$ cat src/rtl/alu_share_if.sv
// Request, shared-ALU and response signals of the two-port ALU share arbiter.
// The arbiter connects to the slave modport; requesters, the ALU and the result consumer connect to master.
interface alu_share_if #(
    parameter int DATA_WIDTH = 8,
    parameter int SEL_WIDTH  = 3
);
    logic                  req0_valid;
    logic                  req0_ready;
    logic [DATA_WIDTH-1:0] req0_data1;
    logic [DATA_WIDTH-1:0] req0_data2;
    logic [SEL_WIDTH-1:0]  req0_select;

    logic                  req1_valid;
    logic                  req1_ready;
    logic [DATA_WIDTH-1:0] req1_data1;
    logic [DATA_WIDTH-1:0] req1_data2;
    logic [SEL_WIDTH-1:0]  req1_select;

    logic [DATA_WIDTH-1:0] alu_data1;
    logic [DATA_WIDTH-1:0] alu_data2;
    logic [SEL_WIDTH-1:0]  alu_select;
    logic [DATA_WIDTH-1:0] alu_result;

    logic                  resp_valid;
    logic                  resp_ready;
    logic                  resp_id;
    logic [DATA_WIDTH-1:0] resp_result;
    logic                  resp_zero;

    modport slave (
        input  req0_valid, req0_data1, req0_data2, req0_select,
        output req0_ready,
        input  req1_valid, req1_data1, req1_data2, req1_select,
        output req1_ready,
        output alu_data1, alu_data2, alu_select,
        input  alu_result,
        output resp_valid, resp_id, resp_result, resp_zero,
        input  resp_ready
    );

    modport master (
        output req0_valid, req0_data1, req0_data2, req0_select,
        input  req0_ready,
        output req1_valid, req1_data1, req1_data2, req1_select,
        input  req1_ready,
        input  alu_data1, alu_data2, alu_select,
        output alu_result,
        input  resp_valid, resp_id, resp_result, resp_zero,
        output resp_ready
    );
endinterface

$ cat src/rtl/alu_share_arbiter.sv
// Shares one ALU between two requesters: accept one op, hold operands for the settle window, capture result.
// Define ARB_ROUND_ROBIN_EN to alternate tie priority after each response; otherwise port 0 always wins ties.
module alu_share_arbiter #(
    parameter int DATA_WIDTH  = 8,
    parameter int SEL_WIDTH   = 3,
    parameter int WAIT_CYCLES = 2
) (
    input  logic        clk,
    input  logic        rst_n,
    alu_share_if.slave  bus
);
    localparam int WAIT_EFF = (WAIT_CYCLES < 1) ? 1 : WAIT_CYCLES;
    localparam int CNT_W    = $clog2(WAIT_EFF + 1);
    localparam logic [CNT_W-1:0] CNT_LOAD = CNT_W'(WAIT_EFF);
    localparam logic [CNT_W-1:0] CNT_ONE  = CNT_W'(1);

    localparam logic [1:0] ST_IDLE  = 2'd0;
    localparam logic [1:0] ST_ISSUE = 2'd1;
    localparam logic [1:0] ST_DONE  = 2'd2;

    logic [1:0]            state_reg, state_next;
    logic [CNT_W-1:0]      cnt_reg;
    logic [DATA_WIDTH-1:0] alu_data1_reg, alu_data2_reg, resp_result_reg;
    logic [SEL_WIDTH-1:0]  alu_select_reg;
    logic                  resp_valid_reg, resp_id_reg, resp_zero_reg;

    logic [1:0] req_valid;
    logic [1:0] grant;
    logic [1:0] ready;
    logic       prio;
    logic       accept;
    logic       consume;

    assign req_valid = {bus.req1_valid, bus.req0_valid};

    // prio names the port that wins when both request together
    generate
        for (genvar gi = 0; gi < 2; gi++) begin : g_grant
            assign grant[gi] = req_valid[gi] & (~req_valid[1-gi] | (prio == 1'(gi)));
            assign ready[gi] = rst_n & (state_reg == ST_IDLE) & grant[gi];
        end
    endgenerate

    assign bus.req0_ready = ready[0];
    assign bus.req1_ready = ready[1];
    assign accept  = |ready;
    assign consume = (state_reg == ST_DONE) & resp_valid_reg & bus.resp_ready;

    always_comb begin
        state_next = state_reg;
        case (state_reg)
            ST_IDLE:  if (accept) state_next = ST_ISSUE;
            ST_ISSUE: if (cnt_reg == CNT_ONE) state_next = ST_DONE;
            ST_DONE:  if (consume) state_next = ST_IDLE;
            default:  state_next = ST_IDLE;
        endcase
    end

    always_ff @(posedge clk or negedge rst_n) begin
        if (!rst_n) begin
            state_reg       <= ST_IDLE;
            cnt_reg         <= '0;
            alu_data1_reg   <= '0;
            alu_data2_reg   <= '0;
            alu_select_reg  <= '0;
            resp_result_reg <= '0;
            resp_valid_reg  <= 1'b0;
            resp_id_reg     <= 1'b0;
            resp_zero_reg   <= 1'b0;
        end else begin
            state_reg <= state_next;
            case (state_reg)
                ST_IDLE: begin
                    if (accept) begin
                        alu_data1_reg  <= grant[1] ? bus.req1_data1  : bus.req0_data1;
                        alu_data2_reg  <= grant[1] ? bus.req1_data2  : bus.req0_data2;
                        alu_select_reg <= grant[1] ? bus.req1_select : bus.req0_select;
                        resp_id_reg    <= grant[1];
                        cnt_reg        <= CNT_LOAD;
                    end
                end
                ST_ISSUE: begin
                    if (cnt_reg == CNT_ONE) begin
                        resp_result_reg <= bus.alu_result;
                        resp_zero_reg   <= (bus.alu_result == '0);
                        resp_valid_reg  <= 1'b1;
                    end else begin
                        cnt_reg <= cnt_reg - 1'b1;
                    end
                end
                ST_DONE: begin
                    // result stays visible after consumption; only the flags drop
                    if (consume) begin
                        resp_valid_reg <= 1'b0;
                        resp_zero_reg  <= 1'b0;
                    end
                end
                default: ;
            endcase
        end
    end

`ifdef ARB_ROUND_ROBIN_EN
    logic prio_reg;

    always_ff @(posedge clk or negedge rst_n) begin
        if (!rst_n) begin
            prio_reg <= 1'b0;
        end else if (consume) begin
            prio_reg <= ~resp_id_reg;
        end
    end

    assign prio = prio_reg;
`else
    assign prio = 1'b0;
`endif

    assign bus.alu_data1   = alu_data1_reg;
    assign bus.alu_data2   = alu_data2_reg;
    assign bus.alu_select  = alu_select_reg;
    assign bus.resp_valid  = resp_valid_reg;
    assign bus.resp_id     = resp_id_reg;
    assign bus.resp_result = resp_result_reg;
    assign bus.resp_zero   = resp_zero_reg;

endmodule

$ cat src/flat_wrapper.sv
// flat-port wrapper written by rule: the top's interface ports become plain ports
module alu_share_arbiter_flat 
#(
    parameter int DATA_WIDTH  = 8,
    parameter int SEL_WIDTH   = 3,
    parameter int WAIT_CYCLES = 2
)
  (clk, rst_n, bus_req0_valid, bus_req0_data1, bus_req0_data2, bus_req0_select, bus_req0_ready, bus_req1_valid, bus_req1_data1, bus_req1_data2, bus_req1_select, bus_req1_ready, bus_alu_data1, bus_alu_data2, bus_alu_select, bus_alu_result, bus_resp_valid, bus_resp_id, bus_resp_result, bus_resp_zero, bus_resp_ready);
  alu_share_if #(.DATA_WIDTH(DATA_WIDTH), .SEL_WIDTH(SEL_WIDTH)) bus_i ();
  input  logic clk;
  input  logic rst_n;
  input wire logic [$bits(bus_i.req0_valid)-1:0] bus_req0_valid;
  input wire logic [$bits(bus_i.req0_data1)-1:0] bus_req0_data1;
  input wire logic [$bits(bus_i.req0_data2)-1:0] bus_req0_data2;
  input wire logic [$bits(bus_i.req0_select)-1:0] bus_req0_select;
  output wire logic [$bits(bus_i.req0_ready)-1:0] bus_req0_ready;
  input wire logic [$bits(bus_i.req1_valid)-1:0] bus_req1_valid;
  input wire logic [$bits(bus_i.req1_data1)-1:0] bus_req1_data1;
  input wire logic [$bits(bus_i.req1_data2)-1:0] bus_req1_data2;
  input wire logic [$bits(bus_i.req1_select)-1:0] bus_req1_select;
  output wire logic [$bits(bus_i.req1_ready)-1:0] bus_req1_ready;
  output wire logic [$bits(bus_i.alu_data1)-1:0] bus_alu_data1;
  output wire logic [$bits(bus_i.alu_data2)-1:0] bus_alu_data2;
  output wire logic [$bits(bus_i.alu_select)-1:0] bus_alu_select;
  input wire logic [$bits(bus_i.alu_result)-1:0] bus_alu_result;
  output wire logic [$bits(bus_i.resp_valid)-1:0] bus_resp_valid;
  output wire logic [$bits(bus_i.resp_id)-1:0] bus_resp_id;
  output wire logic [$bits(bus_i.resp_result)-1:0] bus_resp_result;
  output wire logic [$bits(bus_i.resp_zero)-1:0] bus_resp_zero;
  input wire logic [$bits(bus_i.resp_ready)-1:0] bus_resp_ready;
  assign bus_i.req0_valid = bus_req0_valid;
  assign bus_i.req0_data1 = bus_req0_data1;
  assign bus_i.req0_data2 = bus_req0_data2;
  assign bus_i.req0_select = bus_req0_select;
  assign bus_req0_ready = bus_i.req0_ready;
  assign bus_i.req1_valid = bus_req1_valid;
  assign bus_i.req1_data1 = bus_req1_data1;
  assign bus_i.req1_data2 = bus_req1_data2;
  assign bus_i.req1_select = bus_req1_select;
  assign bus_req1_ready = bus_i.req1_ready;
  assign bus_alu_data1 = bus_i.alu_data1;
  assign bus_alu_data2 = bus_i.alu_data2;
  assign bus_alu_select = bus_i.alu_select;
  assign bus_i.alu_result = bus_alu_result;
  assign bus_resp_valid = bus_i.resp_valid;
  assign bus_resp_id = bus_i.resp_id;
  assign bus_resp_result = bus_i.resp_result;
  assign bus_resp_zero = bus_i.resp_zero;
  assign bus_i.resp_ready = bus_resp_ready;
  alu_share_arbiter #(.DATA_WIDTH(DATA_WIDTH), .SEL_WIDTH(SEL_WIDTH), .WAIT_CYCLES(WAIT_CYCLES)) u_core (.clk(clk), .rst_n(rst_n), .bus(bus_i));
endmodule
$ cat config.mk
export PLATFORM = sky130hd
export DESIGN_NAME = alu_share_arbiter_flat
export DESIGN_NICKNAME = d
export VERILOG_FILES = /design/src/rtl/alu_share_if.sv /design/src/rtl/alu_share_arbiter.sv /design/src/flat_wrapper.sv
export SDC_FILE = /design/constraint.sdc
export NUM_CORES = 1
export LEC_CHECK = 0
export ABC_AREA = 1
export BUFFER_PORTS_ARGS = -buffer_cell sky130_fd_sc_hd__buf_2
export CORE_MARGIN = 3
export CORE_UTILIZATION = 35
export DETAILED_ROUTE_END_ITERATION = 6
export GPL_ROUTABILITY_DRIVEN = 1
export HOLD_SLACK_MARGIN = 0.02
export PLACE_DENSITY_LB_ADDON = 0.25
export SKIP_CTS_REPAIR_TIMING = 1
export SLEW_MARGIN = 25
export SYNTH_ARGS = -nofsm -noshare
export SYNTH_HDL_FRONTEND = slang
export SYNTH_SLANG_ARGS = --single-unit
$ cat constraint.sdc
create_clock -name clk -period 1.4 [get_ports clk]
set_clock_uncertainty 0.15 [all_clocks]
set_input_delay 0.28 -clock clk [delete_from_list [all_inputs] [get_ports clk]]
set_output_delay 0.28 -clock clk [all_outputs]
set_load 0.03 [all_outputs]
# ---- Word-level counts from Yosys, hierarchy flattened
# Cells that the tools add are included.
dict set report word_totals {
  register_bits 34
  latchBits 0
  mem_bits_rw 0
  romBits 0
  inputBits 51
  out_inout_bits 32
  elab_cells 49
  n_memories 0
}
dict set report op_classes {
  addsub 1
  multipliers 0
  div_mod_pow 0
  order_cmp 0
  eq_ne 7
  shifts 0
  n_mux 15
  n_bitwise 7
  n_reduce_logical 10
}
# operator count
set ops {}
lappend ops {{2-to-1 mux 8 bit} 2}
lappend ops {{2-to-1 mux 2 bit} 5}
lappend ops {{AND reduction 3 bit} 3}
lappend ops {{zero test 8 bit} 1}
lappend ops {{bitwise AND 1 bit} 6}
lappend ops {{!= test 2 x 1 -> 1 bit, second input constant} 3}
lappend ops {{case mux 2 bit (3 select lines)} 1}
lappend ops {{== test 2 x 1 -> 1 bit, second input constant} 2}
lappend ops {{case mux 1 bit (2 select lines)} 2}
lappend ops {{case mux 2 bit (2 select lines)} 1}
lappend ops {{AND reduction 2 bit} 2}
lappend ops {{nonzero test 2 bit} 2}
lappend ops {{2-to-1 mux 1 bit} 3}
lappend ops {{2-to-1 mux 3 bit} 1}
lappend ops {{== test 2 bit, second input constant} 1}
lappend ops {{zero test 2 bit} 1}
lappend ops {{!= test 2 bit, second input constant} 1}
lappend ops {{OR reduction 2 bit} 1}
lappend ops {{subtractor 2 x 1 -> 2 bit, second input constant} 1}
lappend ops {{NOT 1 bit} 1}

# ---- Logic depth before layout (Yosys ltp)
# Gate-level depths: netlist (run 1).
dict set report depth {
  ltp_word 6
  depth_mapped 9
}

# ---- Worst setup path after synthesis (run 1)
# Ideal clock, no wire load.
dict set report synth_timing {
  path_kind {reg-to-output}
  startpoint {register u_core.state_reg[0]}
  endpoint {output bus_req1_ready}
  arrival_ns 1.163
  t_required_ns 0.970
  slack_ns -0.193
  stages_incl_launch_ff 5
  n_path_buf 0
  cell_sequence {dfrtp_1 > inv_1 > ha_1 > nand2_1 > nor2_1}
}
dict set report synth_via {
  elab_chain_cells 3
}
# item line
set synth_rtl {}
lappend synth_rtl {{start: declaration} alu_share_arbiter.sv:21} ;# logic [1:0] state_reg, state_next;
lappend synth_rtl {{start signal: assignment} alu_share_arbiter.sv:71} ;# state_reg <= state_next;
lappend synth_rtl {{zero test 2 bit} alu_share_arbiter.sv:40} ;# assign ready[gi] = rst_n & (state_reg == ST_IDLE) & grant[gi];
lappend synth_rtl {{bitwise AND 1 bit (2 in a row)} alu_share_arbiter.sv:40}
lappend synth_rtl {{end: declaration} flat_wrapper.sv:21} ;# output wire logic [$bits(bus_i.req1_ready)-1:0] bus_req1_ready;
# Every way passes these cells.

# ---- Worst setup path in the final report (run 1)
# Ends and elaborated chain as after synthesis.

==> results.json, run 1 <==
{
  "max_slew_margin_pct": 70.9,
  "grt_pass1_vias": 1593,
  "synth_top_area_share_pct": 48.8,
  "syn_nets": 293,
  "first_pass_iters": 4,
  "initial_core_util_pct": 36.7,
  "dieArea_sq_um": 5860,
  "diodes": 0,
  "synth.area.top_cells": "dfrtp_1, nand2_1, nand3_1",
  "synth.distinct_cells": 15,
  "htree_levels": 2,
  "hold_violations": 0,
  "routed_via_density": 4.36,
  "ir_worst_vdd_uv": 946,
  "cts_buffers": 5,
  "die_w_um": 76.6,
  "endpoint_kind": "primary output",
  "fin_crit_sh_pct": 118,
  "syn_to_final_growth_pct": 56.1,
  "vias": 1797,
  "clockBufferDepth": 2,
  "hold_class": "in2reg",
  "grtUsageTotal_pct": 15.5,
  "leakagePower_nw": 1.59,
  "cts.clk_slew.worst_paths_ns": 0.07,
  "grt_max_degree": 35,
  "worst_pin_slew_ns": 0.437,
  "slew_violations": 0,
  "synth_area_per_cell_sq_um": 7.32,
  "drc": 0,
  "clk_latency_ns": 0.28,
  "finalWirelength_um": 4760,
  "die_h_um": 76.6,
  "critPathMaxFanout": 4,
  "critPathArrivalTime_ns": 1.22,
  "setup_viol": 36,
  "drive_gt1_share_pct": 41.4,
  "synth-main-ff-cell": "dfrtp_1",
  "ys.warnings.count": 0,
  "status": "finished with violations",
  "setup.worst_path.start_class": "flip-flop",
  "cts_tree": "yes",
  "syn_area_sq_um": 1740,
  "cts_sinks": 34,
  "yosys.area.top_type": "dfrtp_1",
  "routedWlPerCell_um": 11.5,
  "port_buffers": 82,
  "power_density_nw_per_um2": 2090,
  "cts_root_buf": "clkbuf_8",
  "violations": "negative setup slack",
  "yosysMostFrequentCell": "nand2_1",
  "drt_iter0_drc": 99,
  "place_ws_ns": -0.108,
  "required_ns": 0.97,
  "synth-async-reset-ratio_pct": 100,
  "seq_area_frac_synth_pct": 48.8,
  "rsz0062_at_grt": "yes",
  "antenna_found_initial": 0,
  "io_pins": 83,
  "cpMaxStageDelayCell": "dfrtp_1",
  "critPathKind": "reg2out",
  "syn_inst": 238,
  "grt-ovfl-total": 0,
  "cap_viol_max_count": 0,
  "synth-edff-count": 0,
  "setup_slack_ns": -0.252,
  "synth_seq_cells": 34,
  "fmax_mhz": 605,
  "fin_crit_ns": 1.65,
  "path_cells": "inv_2 > ha_4 > nand2_4 > nor2_4 > buf_6",
  "gp_congestion": 0.780,
  "core_area_sq_um": 4750,
  "rows": 25,
  "dp_hpwl_um": 3380,
  "whs_ns": 0.0907,
  "grt_pass1_wl_um": 7310,
  "antenna_left": 0,
  "ys_top_cells_by_count": "nand2_1, dfrtp_1, nand3_1",
  "layout.nets": 399,
  "cpPeakStageDelay_ns": 0.39
}
==> critical path: cells and delay by family, from the launching register on <==
kind,cells,cell delay (ns)
buf+inv,2,0.23
fa+ha+maj,1,0.15
simple gates,2,0.17
flops,1,0.39
==> per-stage QoR <==
| step | utilization [%] | setup TNS [ns] | total power [W] | std cells | instance area [sq um] |
|---|---|---|---|---|---|
| final | 57.2 | -5.01 | 0.00568 | 412 | 2720 |
| after global routing | 57.2 | -7.29 | 0.00602 | 412 | 2720 |
| after CTS | 52.8 | -3.87 | 0.00538 | 403 | 2510 |
| after detailed placement | 49.8 | -2.29 | 0.00422 | 395 | 2370 |
| after global placement | 49.8 | -0.548 | 0.00417 | 395 | 2370 |
| after floorplan | - | 0 | 0.00338 | 238 | 1780 |
==> power breakdown <==
part	internal (W)	leakage, nW	switching (W)
combinational	0.00106	1.11	0.00183
sequential	0.00143	0.413	0.000240
clock	0.000760	0.0714	0.000361
==> kinds of logic after synthesis <==
group | count (synthesis) | synth area share [%]
compound gates | 11 | 3.52
fa+ha+maj | 4 | 2.87
buf+inv | 30 | 8.40
flops | 34 | 48.8
simple gates | 159 | 36.4
==> worst paths after layout <==
check	cells after the start	end	start	slack, ns
min in group asynchronous	3	u_core.bus.alu_data2[2]$_DFFE_PN0P_	rst_n	0.49
min reg2reg	2	u_core.bus.alu_data1[7]$_DFFE_PN0P_	u_core.bus.alu_data1[7]$_DFFE_PN0P_	0.33
min	3	u_core.bus.resp_result[6]$_DFFE_PN0P_	bus_alu_result[6]	0.09
max reg2reg	10	u_core.state_reg[0]$_DFFE_PN0P_	u_core.state_reg[1]$_DFFE_PN0P_	-0.18
max	5	bus_req1_ready	u_core.state_reg[0]$_DFFE_PN0P_	-0.25
max in group asynchronous	3	u_core.bus.resp_result[7]$_DFFE_PN0P_	rst_n	0.31
==> layout by cell type, fill, tap and decap left out, drive strengths merged <==
cell type	instances
bufinv	2
dfrtp	34
or2	1
inv	19
o21ai	10
nor2	4
nand4	2
o21a	1
clkbuf	8
dlygate4sd3	1
nand2	128
buf	107
ha	4
nand3	24
==> final cells by class <==
class	instances	area [sq um]
Inverter	19	73.8
Multi-Input combinational cell	174	865
Clock buffer	6	82.6
Sequential cell	34	851
Tap cell	67	83.8
Clock inverter	2	60.1
Fill cell	469	2030
Timing Repair Buffer	110	704
==> per-layer routing <==
metal  track usage (%)  part of all wire [%]  up-vias
met5                 0                     0        -
met4              4.89                   1.1        0
met3              4.73                   6.2        6
met2              25.0                    48       55
met1              19.9                    45      796
li1                  -                     -      940
No activity file was read; power rests on OpenSTA's default activity.
==> inputs of run 2 (changes only) <==
--- a/config.mk
+++ b/config.mk
@@ -13,7 +13,6 @@
 export GPL_ROUTABILITY_DRIVEN = 1
 export HOLD_SLACK_MARGIN = 0.02
 export PLACE_DENSITY_LB_ADDON = 0.25
-export SKIP_CTS_REPAIR_TIMING = 1
 export SLEW_MARGIN = 25
 export SYNTH_ARGS = -nofsm -noshare
 export SYNTH_HDL_FRONTEND = slang
==> constraint.sdc (replaced) <==
create_clock -name clk -period 1.4 [get_ports clk]
set_clock_uncertainty 0.15 [all_clocks]
set_input_delay 0.14 -clock clk [delete_from_list [all_inputs] [get_ports clk]]
set_output_delay 0.14 -clock clk [all_outputs]
set_load 0.03 [all_outputs]
==> run 2 against run 1 <==
Effect of this change: the run still ends with negative setup slack left; utilization increased by 5.7 points; register-to-register slack improved by 0.07 ns; worst hold slack worse by 0.054 ns; first-iteration DRC count grew 4.0%; power shrank 3.5%; wire length up 8.4%; flip-flop and latch count stayed put; clock power is 34% lower; global-route usage up 2.1 points; sequential power about the same; combinational power rose by 7%; critical endpoint unchanged.
==> results.json, run 2 (synthesized netlist as in run 1, its figures left out) <==
{
  "status": "finished with violations",
  "violations": "negative setup slack",
  "rows": 25,
  "min_path_cells": 5,
  "fin_crit_ns": 1.57,
  "io_pins": 83,
  "cts_buffers": 5,
  "drive_gt1_share_pct": 42.2,
  "max_slew_margin_pct": 71.2,
  "cpPeakStageDelay_ns": 0.39,
  "critPathArrivalTime_ns": 1.28,
  "design_area_sq_um": 2990,
  "r2r-start": "u_core.state_reg[1]$_DFFE_PN0P_",
  "r2r.worst_path.cells": 10,
  "grt_max_degree": 35,
  "critPathMaxFanout": 3,
  "port_buffers": 82,
  "fmax_mhz": 638,
  "gp_congestion": 0.782,
  "required_ns": 1.11,
  "leakagePower_nw": 1.70,
  "p_sw_share_pct": 45.7,
  "grt-ovfl-total": 0,
  "p_sw_w": 0.00250,
  "cts_tree": "yes",
  "clk_latency_ns": 0.28,
  "slew_violations": 0,
  "cts.clk_slew.worst_paths_ns": 0.07,
  "hold_violations": 0,
  "worst_pin_slew_ns": 0.433,
  "cts_sinks": 34,
  "initial_core_util_pct": 36.7,
  "critPathKind": "reg2out",
  "diodes": 0,
  "grt_pass1_wl_um": 8220,
  "cpMaxStageDelayCell": "dfrtp_1",
  "die_h_um": 76.6,
  "dp.cells": 390,
  "drc": 0,
  "crit_path_frequent_cell": "buf_6",
  "grt_pass1_vias": 1770,
  "htree_levels": 2,
  "setup_slack_ns": -0.167,
  "antenna_found_initial": 0,
  "vias": 1926,
  "cap_viol_max_count": 0,
  "setup.worst_path.start_class": "flip-flop",
  "finalNonFillerCells": 434,
  "final_common_cell": "nand2_1",
  "fin_crit_sh_pct": 112,
  "min_to": "u_core.bus.alu_data2[4]$_DFFE_PN0P_",
  "layout.nets": 421,
  "die_w_um": 76.6,
  "syn_to_final_growth_pct": 71.5,
  "finalWirelength_um": 5160,
  "dp_hpwl_um": 3330,
  "antenna_left": 0,
  "routed_via_density": 4.44,
  "seqPwrFrac_pct": 30.2,
  "grtUsageTotal_pct": 17.6,
  "internal_power_w": 0.00298,
  "place_area_sq_um": 2300,
  "final_cell_mix": "nand2_1, buf_2, dfrtp_1, dlygate4sd3_1, nand3_1",
  "rsz0062_at_grt": "yes",
  "setup_viol": 27,
  "dieArea_sq_um": 5860,
  "hp-start": "bus_req1_data2[4]",
  "reg2reg_to": "u_core.bus.alu_data2[4]$_DFFE_PN0P_",
  "first_pass_iters": 4,
  "drt_iter0_drc": 103,
  "r2r_slack_ns": -0.11,
  "place_ws_ns": -0.0678,
  "power_density_nw_per_um2": 1830,
  "total_power_w": 0.00548,
  "endpoint_kind": "primary output",
  "ir_worst_vdd_uv": 967,
  "cts_root_buf": "clkbuf_8",
  "p_clk_share_pct": 13.6,
  "path_cells": "inv_2 > ha_4 > nand2_4 > buf_6 > nor2_2 > buf_6",
  "routedWlPerCell_um": 11.9,
  "pwr-share-comb_pct": 56.2,
  "core_area_sq_um": 4750,
  "hold_class": "in2reg",
  "clockBufferDepth": 2
}
[run 2: cell types whose count changed in the layout (fill, tap and decap cells not counted), sizes merged]
cell | before | now
clkinv | 0 | 1
clkbuf | 8 | 9
bufinv | 2 | 0
buf | 107 | 101
dlygate4sd3 | 1 | 29
[run 2: what timing repair did]
action                     CTS  global route
pin swaps                    4             8
buffers inserted             4             3
hold endpoints to repair    61             0
cloned                       0             2
setup endpoints to repair   28            36
hold buffers                29             0
resized for setup           19            51
[run 2: metal layers]
| layer | GRT usage (%) | routed length [um] |
|---|---|---|
| met5 | 0 | 0 |
| met4 | 6.70 | 116 |
| met3 | 4.85 | 259 |
| met2 | 28.7 | 2480 |
| met1 | 22.1 | 2310 |
[run 2: worst max-delay path by stage]
stage                                     from                             endpoint  slack [ns]
6_report       u_core.state_reg[1]$_DFFE_PN0P_                       bus_req1_ready       -0.17
5_1_grt        u_core.state_reg[0]$_DFFE_PN0P_                       bus_req1_ready       -0.24
4_1_cts        u_core.state_reg[1]$_DFFE_PN0P_                       bus_req1_ready       -0.19
3_5_place_dp   u_core.state_reg[0]$_DFFE_PN0P_        u_core.cnt_reg[0]$_DFFE_PN0P_       -0.07
3_3_place_gp   u_core.state_reg[0]$_DFFE_PN0P_  u_core.bus.alu_data1[3]$_DFFE_PN0P_       -0.01
2_1_floorplan  u_core.state_reg[0]$_DFFE_PN0P_                       bus_req1_ready       -0.03
[run 2: final cells by class]
class                           count  area, sq um
Timing Repair Buffer              132          953
Clock buffer                        7         86.3
Multi-Input combinational cell    174          933
Inverter                           19         76.3
Sequential cell                    34          851
Tap cell                           67         83.8
Fill cell                         426         1770
Clock inverter                      1         5.00
[run 2: worst max-delay path, delay by kind of cell (launching register included)]
kind          cells  cell delay (ns)
fa+ha+maj         1             0.14
buf+inv           3             0.34
flops             1             0.39
simple gates      2             0.12
[run 2: metrics by stage]
stage	setup TNS [ns]	hold WS, ns	util [%]
floorplan	-0.0384	-0.306	-
global placement	-0.110	0.124	48.3
detailed placement	-1.21	0.120	48.3
CTS	-2.42	0.0200	58.2
global route	-4.86	0.0494	62.9
finish	-2.31	0.0366	62.9
[run 2: power by group through the flow]
stage	combinational, W	sequential (W)	clock, W
after floorplan	0.000859	0.00245	0
after global placement	0.00241	0.00167	0
after detailed placement	0.00247	0.00166	0
after CTS	0.00270	0.00166	0.000763
after global routing	0.00335	0.00171	0.000813
final	0.00308	0.00165	0.000744
==> inputs of run 3 (changes only) <==
--- a/config.mk
+++ b/config.mk
@@ -11,6 +11,7 @@
 export CORE_UTILIZATION = 35
 export DETAILED_ROUTE_END_ITERATION = 6
 export GPL_ROUTABILITY_DRIVEN = 1
+export GPL_TIMING_DRIVEN = 0
 export HOLD_SLACK_MARGIN = 0.02
 export PLACE_DENSITY_LB_ADDON = 0.25
 export SLEW_MARGIN = 25
==> run 3 against run 2 <==
Effect of this change: the run ends with negative hold slack, negative setup slack left; sequential power is essentially flat; non-clock buffer count shrank 5; largest cell class is now multi-input gates; flip-flop and latch count is the same; critical path depth shrank 1; highest routed layer unchanged; combinational power shrank 8.1%.
==> results.json, run 3 (synthesized netlist as in run 1, its figures left out) <==
{
  "status": "finished with violations",
  "violations": "negative hold slack, negative setup slack",
  "grt.met1_usage_pct": 21.4,
  "fin_crit_ns": 1.55,
  "dp_hpwl_um": 3180,
  "grt_pass1_vias": 1807,
  "initial_core_util_pct": 36.7,
  "dp.cells": 387,
  "grt_pass1_wl_um": 8240,
  "grt-ovfl-total": 0,
  "max_slew_margin_pct": 66.8,
  "die_w_um": 76.6,
  "setup_slack_ns": -0.146,
  "gp_congestion": 0.787,
  "hold_class": "in2async",
  "layout.nets": 416,
  "required_ns": 1.11,
  "cts_root_buf": "clkbuf_8",
  "first_pass_iters": 4,
  "dieArea_sq_um": 5860,
  "path_cells": "inv_2 > ha_4 > nand2_4 > nor2_4 > buf_6",
  "r2r.worst_path.cells": 9,
  "drc": 0,
  "r2r_slack_ns": -0.11,
  "syn_to_final_growth_pct": 62.0,
  "endpoint": "bus_req0_ready",
  "crit_family": "flip-flops",
  "worst_pin_slew_ns": 0.498,
  "setup.worst_path.start_class": "flip-flop",
  "critPathKind": "reg2out",
  "drive_gt1_share_pct": 41.2,
  "crit_buf_inv": 2,
  "cts.clk_slew.worst_paths_ns": 0.07,
  "antenna_found_initial": 0,
  "critPathArrivalTime_ns": 1.26,
  "ir_worst_vdd_uv": 857,
  "fmax_mhz": 647,
  "power_density_nw_per_um2": 1860,
  "met2_usage_pct": 30.4,
  "cts_tree": "yes",
  "cts_sinks": 34,
  "total_power_w": 0.00524,
  "cts_buffers": 5,
  "rsz0062_at_grt": "yes",
  "port_buffers": 82,
  "final_common_cell": "nand2_1",
  "drt_iter0_drc": 73,
  "setup.worst_path.start": "u_core.state_reg[1]$_DFFE_PN0P_",
  "vias": 1893,
  "clockBufferDepth": 2,
  "diodes": 0,
  "htree_levels": 2,
  "endpoint_kind": "primary output",
  "finalNonFillerCells": 429,
  "critPathMaxFanout": 4,
  "hold_buffers": 23,
  "die_h_um": 76.6,
  "io_pins": 83,
  "cpPeakStageDelay_ns": 0.40,
  "worst-path-stages": 5,
  "slew_violations": 0,
  "antenna_left": 0,
  "cpMaxStageDelayCell": "dfrtp_1",
  "hold_violations": 34,
  "core_area_sq_um": 4750,
  "routed_via_density": 4.41,
  "r2r-start": "u_core.state_reg[0]$_DFFE_PN0P_",
  "final_cell_mix": "nand2_1, buf_2, dfrtp_1, nand3_1",
  "grt_max_degree": 36,
  "clk_latency_ns": 0.29,
  "cap_viol_max_count": 0,
  "rows": 25,
  "fin_crit_sh_pct": 110,
  "routedWlPerCell_um": 11.7,
  "leakagePower_nw": 1.62,
  "grtUsageTotal_pct": 17.5,
  "fin_util_pct": 59.4,
  "setup_viol": 27,
  "finalWirelength_um": 5020,
  "reg2reg_to": "u_core.state_reg[0]$_DFFE_PN0P_",
  "whs_ns": -0.313,
  "top_usage_layer": "met2",
  "use_met3_pct": 3.19
}
==> run 3: cell type report <==
class	instances	area (sq um)
well taps	67	83.8
fillers	448	1930
multi-input cells	174	876
repair buffers	116	749
flip-flops and latches	34	851
plain buffers	11	95.1
clock buffers	7	86.3
inverters	19	76.3
clock inverters	1	5.00
==> run 3: worst register-to-register path: cells and delay by family (launching register included) <==
family / cells / cell delay (ns)
flops: 1 / 0.38
buf+inv: 4 / 0.37
simple gates: 3 / 0.20
fa+ha+maj: 1 / 0.17
compound gates: 1 / 0.12
==> run 3: repair_timing <==
action,in CTS,in global routing
gates cloned,3,1
endpoints found under the setup margin,36,36
buffers inserted,6,1
pin swaps,8,4
hold endpoints to repair,57,34
gates resized for setup,50,17
==> run 3: routing by layer <==
layer	vias up	routed length [um]
li1	974	-
met1	857	2160
met2	54	2520
met3	8	261
met4	0	79
met5	-	0
==> run 3: per-stage QoR <==
stage / TNS [ns] / worst slack (ns) / cell area, sq um
floorplan: -0.0384 / -0.0267 / 1750
global placement: -8.95 / -0.342 / 2240
detailed placement: -8.77 / -0.357 / 2240
CTS: -1.77 / -0.162 / 2780
global route: -4.41 / -0.209 / 2820
finish: -2.32 / -0.146 / 2820
==> run 3: how the worst min path moves through the flow <==
| stage | to | from |
|---|---|---|
| global route | u_core.bus.alu_select[0]$_DFFE_PN0P_ | rst_n |
| CTS | u_core.bus.alu_select[2]$_DFFE_PN0P_ | rst_n |
| detailed placement | u_core.bus.alu_data2[2]$_DFFE_PN0P_ | rst_n |
| global placement | u_core.bus.alu_data2[2]$_DFFE_PN0P_ | rst_n |
| finish | u_core.bus.alu_data2[2]$_DFFE_PN0P_ | rst_n |
| floorplan | u_core.bus.alu_data1[0]$_DFFE_PN0P_ | rst_n |
==> run 3: report_power, final <==
part,internal (W),switching [W],leakage [nW]
registers,0.00143,0.000240,0.413
logic,0.00101,0.00182,1.16
clock network,0.000397,0.000350,0.0482
